==> config.mk <==
export PLATFORM = sky130hd
export DESIGN_NAME = nerv_mem_arbiter
export DESIGN_NICKNAME = d
export VERILOG_FILES = /design/src/rtl/nerv_pkg.sv /design/src/rtl/nerv_mem_arbiter.sv
export SDC_FILE = /design/constraint.sdc
export NUM_CORES = 1
export LEC_CHECK = 0
export ABC_AREA = 1
export CAP_MARGIN = 30
export CELL_PAD_IN_SITES_DETAIL_PLACEMENT = 0
export CELL_PAD_IN_SITES_GLOBAL_PLACEMENT = 1
export CORE_ASPECT_RATIO = 2
export CORE_MARGIN = 5
export CORE_UTILIZATION = 35
export DETAILED_ROUTE_END_ITERATION = 10
export GPL_TIMING_DRIVEN = 0
export HOLD_SLACK_MARGIN = 0.05
export PLACE_DENSITY = 0.95
export SYNTH_ARGS = -nofsm -noshare
export SYNTH_HDL_FRONTEND = slang
export SYNTH_SLANG_ARGS = --single-unit
==> constraint.sdc <==
create_clock -name clock -period 3.3 [get_ports clock]
set_input_delay 0.66 -clock clock [delete_from_list [all_inputs] [get_ports clock]]
set_output_delay 0.66 -clock clock [all_outputs]
set_load 0.01 [all_outputs]
==> src/rtl/nerv_pkg.sv <==
// Shared types and constants for the NERV memory-side logic.
package nerv_pkg;

  localparam int unsigned XLEN   = 32;
  localparam int unsigned STRB_W = XLEN / 8;

  typedef enum logic [1:0] {
    ISSUE = 2'd0,
    DACC  = 2'd1,
    IACC  = 2'd2
  } arb_state_t;

endpackage

==> src/rtl/nerv_mem_arbiter.sv <==
// Serialises the NERV core's data access and instruction fetch onto one
// valid/ready memory port, stalling the core until both complete.
module nerv_mem_arbiter
  import nerv_pkg::*;
#(
  parameter int unsigned ADDR_W = 32
) (
  input  logic              clock,
  input  logic              resetn,
  input  logic [ADDR_W-1:0] cpu_imem_addr,
  output logic [XLEN-1:0]   cpu_imem_data,
  input  logic              cpu_dmem_valid,
  input  logic [ADDR_W-1:0] cpu_dmem_addr,
  input  logic [STRB_W-1:0] cpu_dmem_wstrb,
  input  logic [XLEN-1:0]   cpu_dmem_wdata,
  output logic [XLEN-1:0]   cpu_dmem_rdata,
  output logic              cpu_stall,
  output logic              mem_valid,
  input  logic              mem_ready,
  output logic [ADDR_W-1:0] mem_addr,
  output logic [STRB_W-1:0] mem_wstrb,
  output logic [XLEN-1:0]   mem_wdata,
  input  logic [XLEN-1:0]   mem_rdata
);

  arb_state_t        state_q, state_d;
  logic [ADDR_W-1:0] ia_q;
  logic [ADDR_W-1:0] da_q;
  logic [STRB_W-1:0] dw_q;
  logic [XLEN-1:0]   dd_q;
  logic [XLEN-1:0]   imem_data_q;
  logic [XLEN-1:0]   dmem_rdata_q;

  assign cpu_imem_data  = imem_data_q;
  assign cpu_dmem_rdata = dmem_rdata_q;

  // State register plus request capture and result holding registers.
  always_ff @(posedge clock or negedge resetn) begin
    if (!resetn) begin
      state_q      <= ISSUE;
      ia_q         <= '0;
      da_q         <= '0;
      dw_q         <= '0;
      dd_q         <= '0;
      imem_data_q  <= '0;
      dmem_rdata_q <= '0;
    end else begin
      state_q <= state_d;
      case (state_q)
        ISSUE: begin
          ia_q <= cpu_imem_addr;
          if (cpu_dmem_valid) begin
            da_q <= cpu_dmem_addr;
            dw_q <= cpu_dmem_wstrb;
            dd_q <= cpu_dmem_wdata;
          end
        end
        DACC: begin
          // Stores keep the previous load result visible to the core.
          if (mem_ready && (dw_q == '0)) dmem_rdata_q <= mem_rdata;
        end
        IACC: begin
          if (mem_ready) imem_data_q <= mem_rdata;
        end
        default: ;
      endcase
    end
  end

  // Next state and memory-port decode; memory side reads zero when idle.
  always_comb begin
    state_d   = state_q;
    cpu_stall = 1'b0;
    mem_valid = 1'b0;
    mem_addr  = '0;
    mem_wstrb = '0;
    mem_wdata = '0;
    case (state_q)
      ISSUE: begin
        state_d = cpu_dmem_valid ? DACC : IACC;
      end
      DACC: begin
        cpu_stall = 1'b1;
        mem_valid = 1'b1;
        mem_addr  = da_q;
        mem_wstrb = dw_q;
        mem_wdata = dd_q;
        if (mem_ready) state_d = IACC;
      end
      IACC: begin
        cpu_stall = 1'b1;
        mem_valid = 1'b1;
        mem_addr  = ia_q;
        if (mem_ready) state_d = ISSUE;
      end
      default: begin
        state_d = ISSUE;
      end
    endcase
  end

endmodule

==> impl_metrics.tcl <==
set metrics [dict create \
    post_drt_wl_per_cell_um 16.4 \
    grt_max_degree 114 \
    post-route-min-period_ps 3080 \
    path_clk_slew_ps 70 \
    fin_area_mm2 0.0111 \
    yosys_warnings 0 \
    numCtsBuffers 17 \
    avgViaCountPerCell 4.61 \
    critPathArrivalTime_ps 2420 \
    synth_ff_type "dfrtp_1" \
    finClkSkew_ps 5.83 \
    rows 75 \
    hold_viol 0 \
    setup_viol 0 \
    met3_usage_pct 4.49 \
    pin_count 270 \
    use_met1_pct 19.8 \
    r2r_start "state_q[1]" \
    yosysMostFrequentCell "nand2_1" \
    tightest_slew_ps 605 \
    use_met2_pct 37.4 \
    drc 0 \
    vdd_drop_max_mv 0.492 \
    synth.area.top_cells "dfrtp_1, nand2_1, mux2_2, nand3_1, inv_1" \
    fmax_ghz 0.325 \
    cts_tree "done" \
    ant_nets 0 \
    seqCellArea_mm2 0.00415 \
    worstRegToRegCells 8 \
    die-area_mm2 0.0241 \
    overflow 0 \
    setup.reg_to_reg.worst_slack_ps 1640 \
    synth_commonest_cells "nand2_1, dfrtp_1, nand3_1, inv_1" \
    grt_pass1_wl_um 37100 \
    crit_fanout 10 \
    drv_cap 0 \
    synth_top_area_cell "dfrtp_1" \
    gp_congestion 0.834 \
    ys_ff_latch 166 \
    postPlaceCellArea_mm2 0.0104 \
    vias 6545 \
    reg2reg_to "dw_q[1]" \
    ys_seq_area_share_pct 56.7 \
    rsz0062_at_grt "no" \
    async_flop_share_pct 100 \
    synth_top_area_share_pct 56.7 \
    critPathKind "reg2out" \
    io_buffers 268 \
    cts_buffer_depth 2 \
    cts-root-buf "clkbuf_16" \
    multi_input_area_mm2 0.00264 \
    post_cts_buffers 0 \
    slew_headroom_pct 59.6 \
    synthCells 848 \
    cts_resized 1 \
    start_util_pct 35.1 \
    power_density_mw_per_mm2 901 \
    grt_antenna_before_repair 2 \
    syn_area_per_cell_um2 8.63 \
    nNetsFinal 1277 \
    status "completed" \
    fp.dieW_um 112 \
    areaGrowthSynthToFinish_pct 51.9 \
    maxSlewViolCount 0 \
    syn_nets 989 \
    grt_use_total_pct 19.8 \
    post-place-cells 1386 \
    h-tree-depth 4 \
    drt_iter0_drc 296 \
    cts_hold_buf 0 \
    ys_types 21 \
    routed_wl_um 23300 \
    critical_path.startpoint_type "flop" \
    top_usage_layer "met2" \
    grt_pass1_vias 7035 \
    firstDrtPassIters 5 \
    leakage_nw 5.51 \
    syn_area_mm2 0.00732 \
    end_kind "output port" \
    stdcell_count 1420 \
    final_layout_size_suffix_gt1_share_pct 10.7 \
    fillers 1996 \
    clock_latency_ps 430 \
    hp-class "in2async" \
    synth_edf_count 0 \
    dp_hpwl_um 18000 \
    period_share_pct 93.3 \
    clock-sinks 166 \
    cp.required_ps 2640 \
    core_region_area_mm2 0.0208 \
    die_y_um 215 \
]
==> power breakdown <==
group	leakage, nW	switching, mW	internal, mW
registers	2.06	0.547	3.03
logic	3.11	2.04	2.03
clock network	0.342	0.837	1.54
total	5.51	3.42	6.60
==> through the flow <==
stage	setup TNS, ps	util (%)	total power [mW]	worst slack, ps	hold WS, ps
2_1_floorplan	0	-	5.60	1330	364
3_3_place_gp	-898920	49.6	7.61	-5430	453
3_5_place_dp	0	49.8	7.71	440	458
4_1_cts	0	53.2	10.1	0.706	124
5_1_grt	0	53.4	10.7	20.1	144
6_report	0	53.4	10.0	221	129
==> cells by family after synthesis <==
| kind of cell | count (synthesis) | synth area share, % |
|---|---|---|
| flops | 166 | 56.7 |
| buf+inv | 101 | 7.18 |
| compound gates | 36 | 2.46 |
| mux | 32 | 4.92 |
| simple gates | 508 | 27.8 |
| fa+ha+maj | 5 | 0.855 |
==> placed cells by master (no fill, tap or decap), types with 2 or more instances in the layout <==
cell type / Yosys / final
diode_2: 0 / 2
dfrtp_1: 166 / 166
ha_1: 5 / 5
buf_6: 10 / 12
clkdlybuf4s50_1: 0 / 266
inv_1: 46 / 46
clkbuf_1: 6 / 5
nand3_1: 66 / 66
nand2_1: 434 / 434
o21ai_0: 3 / 3
a21oi_1: 32 / 32
bufinv_16: 0 / 7
clkbuf_8: 0 / 2
clkinv_4: 0 / 4
clkbuf_4: 0 / 4
buf_2: 28 / 20
buf_4: 9 / 11
mux2_2: 32 / 32
clkbuf_16: 0 / 17
nor2_4: 3 / 3
clkbuf_2: 0 / 3
==> metal layers <==
layer	up-vias	wire (um)
li1	3194	-
met1	3096	8090
met2	205	13100
met3	50	1090
met4	0	992
met5	-	0
==> layout make-up <==
cell class	count	area share (%)
well taps	269	3.03
diodes	2	0.0450
repair buffers	269	24.4
inverters	48	1.64
clock inverters	11	2.21
multi-input cells	581	23.8
flip-flops and latches	166	37.4
clock buffers	21	4.14
plain buffers	53	3.37
==> flip-flops by register name, summed over array words and instances (netlist names) <==
register	count
cpu_dmem_rdata	32
cpu_imem_data	32
da_q	32
dd_q	32
ia_q	32
dw_q	4
state_q	2
==> worst max-delay path by stage <==
stage,start,endpoint,slack [ps],depth (start not counted)
finish,state_q[1],mem_addr[30],220,7
global route,state_q[0],mem_addr[3],20,7
CTS,state_q[0],mem_addr[9],0.7,7
detailed placement,state_q[0],mem_addr[16],440,7
global placement,resetn,cpu_imem_data[26],-5430,1
floorplan,state_q[0],mem_addr[0],1330,5
==> worst max-delay path, stage by stage (launching register included) <==
cell             delay [ps]
dfrtp_1                 400
inv_1                   130
ha_1                    150
buf_2                   230
clkbuf_4                260
nand2_1                  90
a21oi_1                 160
clkdlybuf4s50_1         560
Note: power is estimated with default switching activity, not from simulation.
==> RTL change, RTL diff (config.mk and constraints unchanged) <==
Change the package constant `XLEN` from 32 to 16.
--- a/src/rtl/nerv_pkg.sv
+++ b/src/rtl/nerv_pkg.sv
@@ -1,7 +1,7 @@
 // Shared types and constants for the NERV memory-side logic.
 package nerv_pkg;
 
-  localparam int unsigned XLEN   = 32;
+  localparam int unsigned XLEN   = 16;
   localparam int unsigned STRB_W = XLEN / 8;
 
   typedef enum logic [1:0] {
Ports: changed (7 resized); port bits go from 270 to 186. The function was not compared with the original's and may differ.
==> RTL change against the original RTL <==
  * First-iteration DRC count down 45%
  * Power down 27%
  * Register-to-register slack better by 0.17 ns
  * Clock skew grew 0.0021 ns
  * Design area decreased by 29%
  * Synthesized area shrank 29%
  * Critical path depth decreased by 1
  * Global-route usage decreased by 1.4 points
  * Sequential share of layout area shrank 0.84 points
  * Fmax shrank 0.79%
  * Routed wire length decreased by 33%
  * Sequential cell count decreased by 50
  * Sequential power shrank 30%
  * Worst setup slack got worse by 0.025 ns
==> RTL change: results (changes against the original RTL) <==
finish:
  finalNetCount: 884  # -31%
synth:
  syn-num-nets: 679  # -31%
  yosys-top-cells-count: "nand2_1 (271), dfrtp_1 (116), inv_1 (41), a21oi_1 (32), mux2_4 (30)"
  avgSynthCellArea_um2: 9.117  # +5.6%
  yosysSeqAreaShare: 0.5566  # -0.01080
  synth_area_leaders: "dfrtp_1 (56%), nand2_1 (20%), mux2_4 (8.6%)"
global_routing:
  grt_pass1_wl_um: 24190  # -35%
  grt_pass1_vias: 4661  # -34%
  grt_use_total: 0.1845  # -0.01359
  antenna_found_initial: 1  # -1
drt:
  via_per_inst: 4.481  # -2.8%
  vias: 4418  # -32%
  drt_iter0_markers: 162  # -45%
  wl_um: 15640  # -33%
  drt_pre_antenna_iters: 4  # -1
sta:
  timing.hold.ws_ns: 0.1399  # +0.01060 ns
  finClkSkew_ns: 0.007890  # +0.002058 ns
cts:
  ctsResizeCount: 0  # -1
  clk_latency_ns: 0.41  # -0.02 ns
worst_setup_path:
  arrival_ns: 2.44  # +0.02 ns
  critPathLaunch: "state_q[0]"
  crit_path_end: "mem_addr[21]"
  r2r-end: "ia_q[22]"
  r2r_setup_slack_ns: 1.81  # +0.17 ns
  cpPeakStageDelay_ns: 0.52  # -0.04 ns
outcome:
  status: "finished clean"
pwr:
  leakage_nw: 3.882  # -30%
placed_design:
  dp_hpwl_um: 11800  # -34%
  gp_congestion: 0.8173  # -2.0%
  portBuffers: 185  # -31%
  dp.cells: 953  # -31%
==> RTL change: cell types whose count changed after synthesis, sizes merged, moves of 2 or more <==
cell    change
nand2     -162
nand3      -65
dfrtp      -50
o21ai      +28
buf        -17
inv         -6
nor2        -3
clkbuf      -2
==> RTL change: final cells by class <==
class,count,area (um2)
Fill cell,1359,6793
Clock inverter,10,128.9
Antenna cell,1,2.502
Buffer,34,230.2
Multi-Input combinational cell,380,1924
Clock buffer,22,474.2
Tap cell,195,244.0
Sequential cell,116,2903
Inverter,42,160.2
Timing Repair Buffer,186,1881
==> RTL change: layer usage <==
layer	vias up	track usage	wire [um]
li1	2180	-	-
met1	2074	0.1893	5559
met2	127	0.3329	8658
met3	37	0.04992	771
met4	0	0.09050	654
met5	-	0	0
==> RTL change: per-stage QoR <==
stage	util	total power [mW]	setup slack (ns)	area [um2]
floorplan	-	4.106	1.331	5215
global placement	0.4960	5.401	-3.004	7311
detailed placement	0.4979	5.464	0.5775	7340
CTS	0.5388	7.374	0.1296	7943
global route	0.5392	7.770	0.03461	7948
finish	0.5392	7.285	0.1963	7948
==> RTL change: logic make-up (layout without fill, tap and decap cells) <==
kind of cell	after synthesis	in the layout	synth area share
DFF	116	116	0.5566
and+or+nand+nor	278	278	0.2035
buffers and inverters	76	294	0.07438
other	0	1	0
muxes	32	32	0.09069
AOI/OAI and AO/OA	65	65	0.06286
adders and majority gates	5	5	0.01200
==> RTL change: power by group <==
| part | switching, mW | leakage, nW | total, mW | internal (mW) |
|---|---|---|---|---|
| logic | 1.40 | 2.16 | 2.91 | 1.51 |
| registers | 0.387 | 1.42 | 2.51 | 2.12 |
| clock network | 0.627 | 0.303 | 1.87 | 1.24 |
| total | 2.42 | 3.88 | 7.29 | 4.87 |
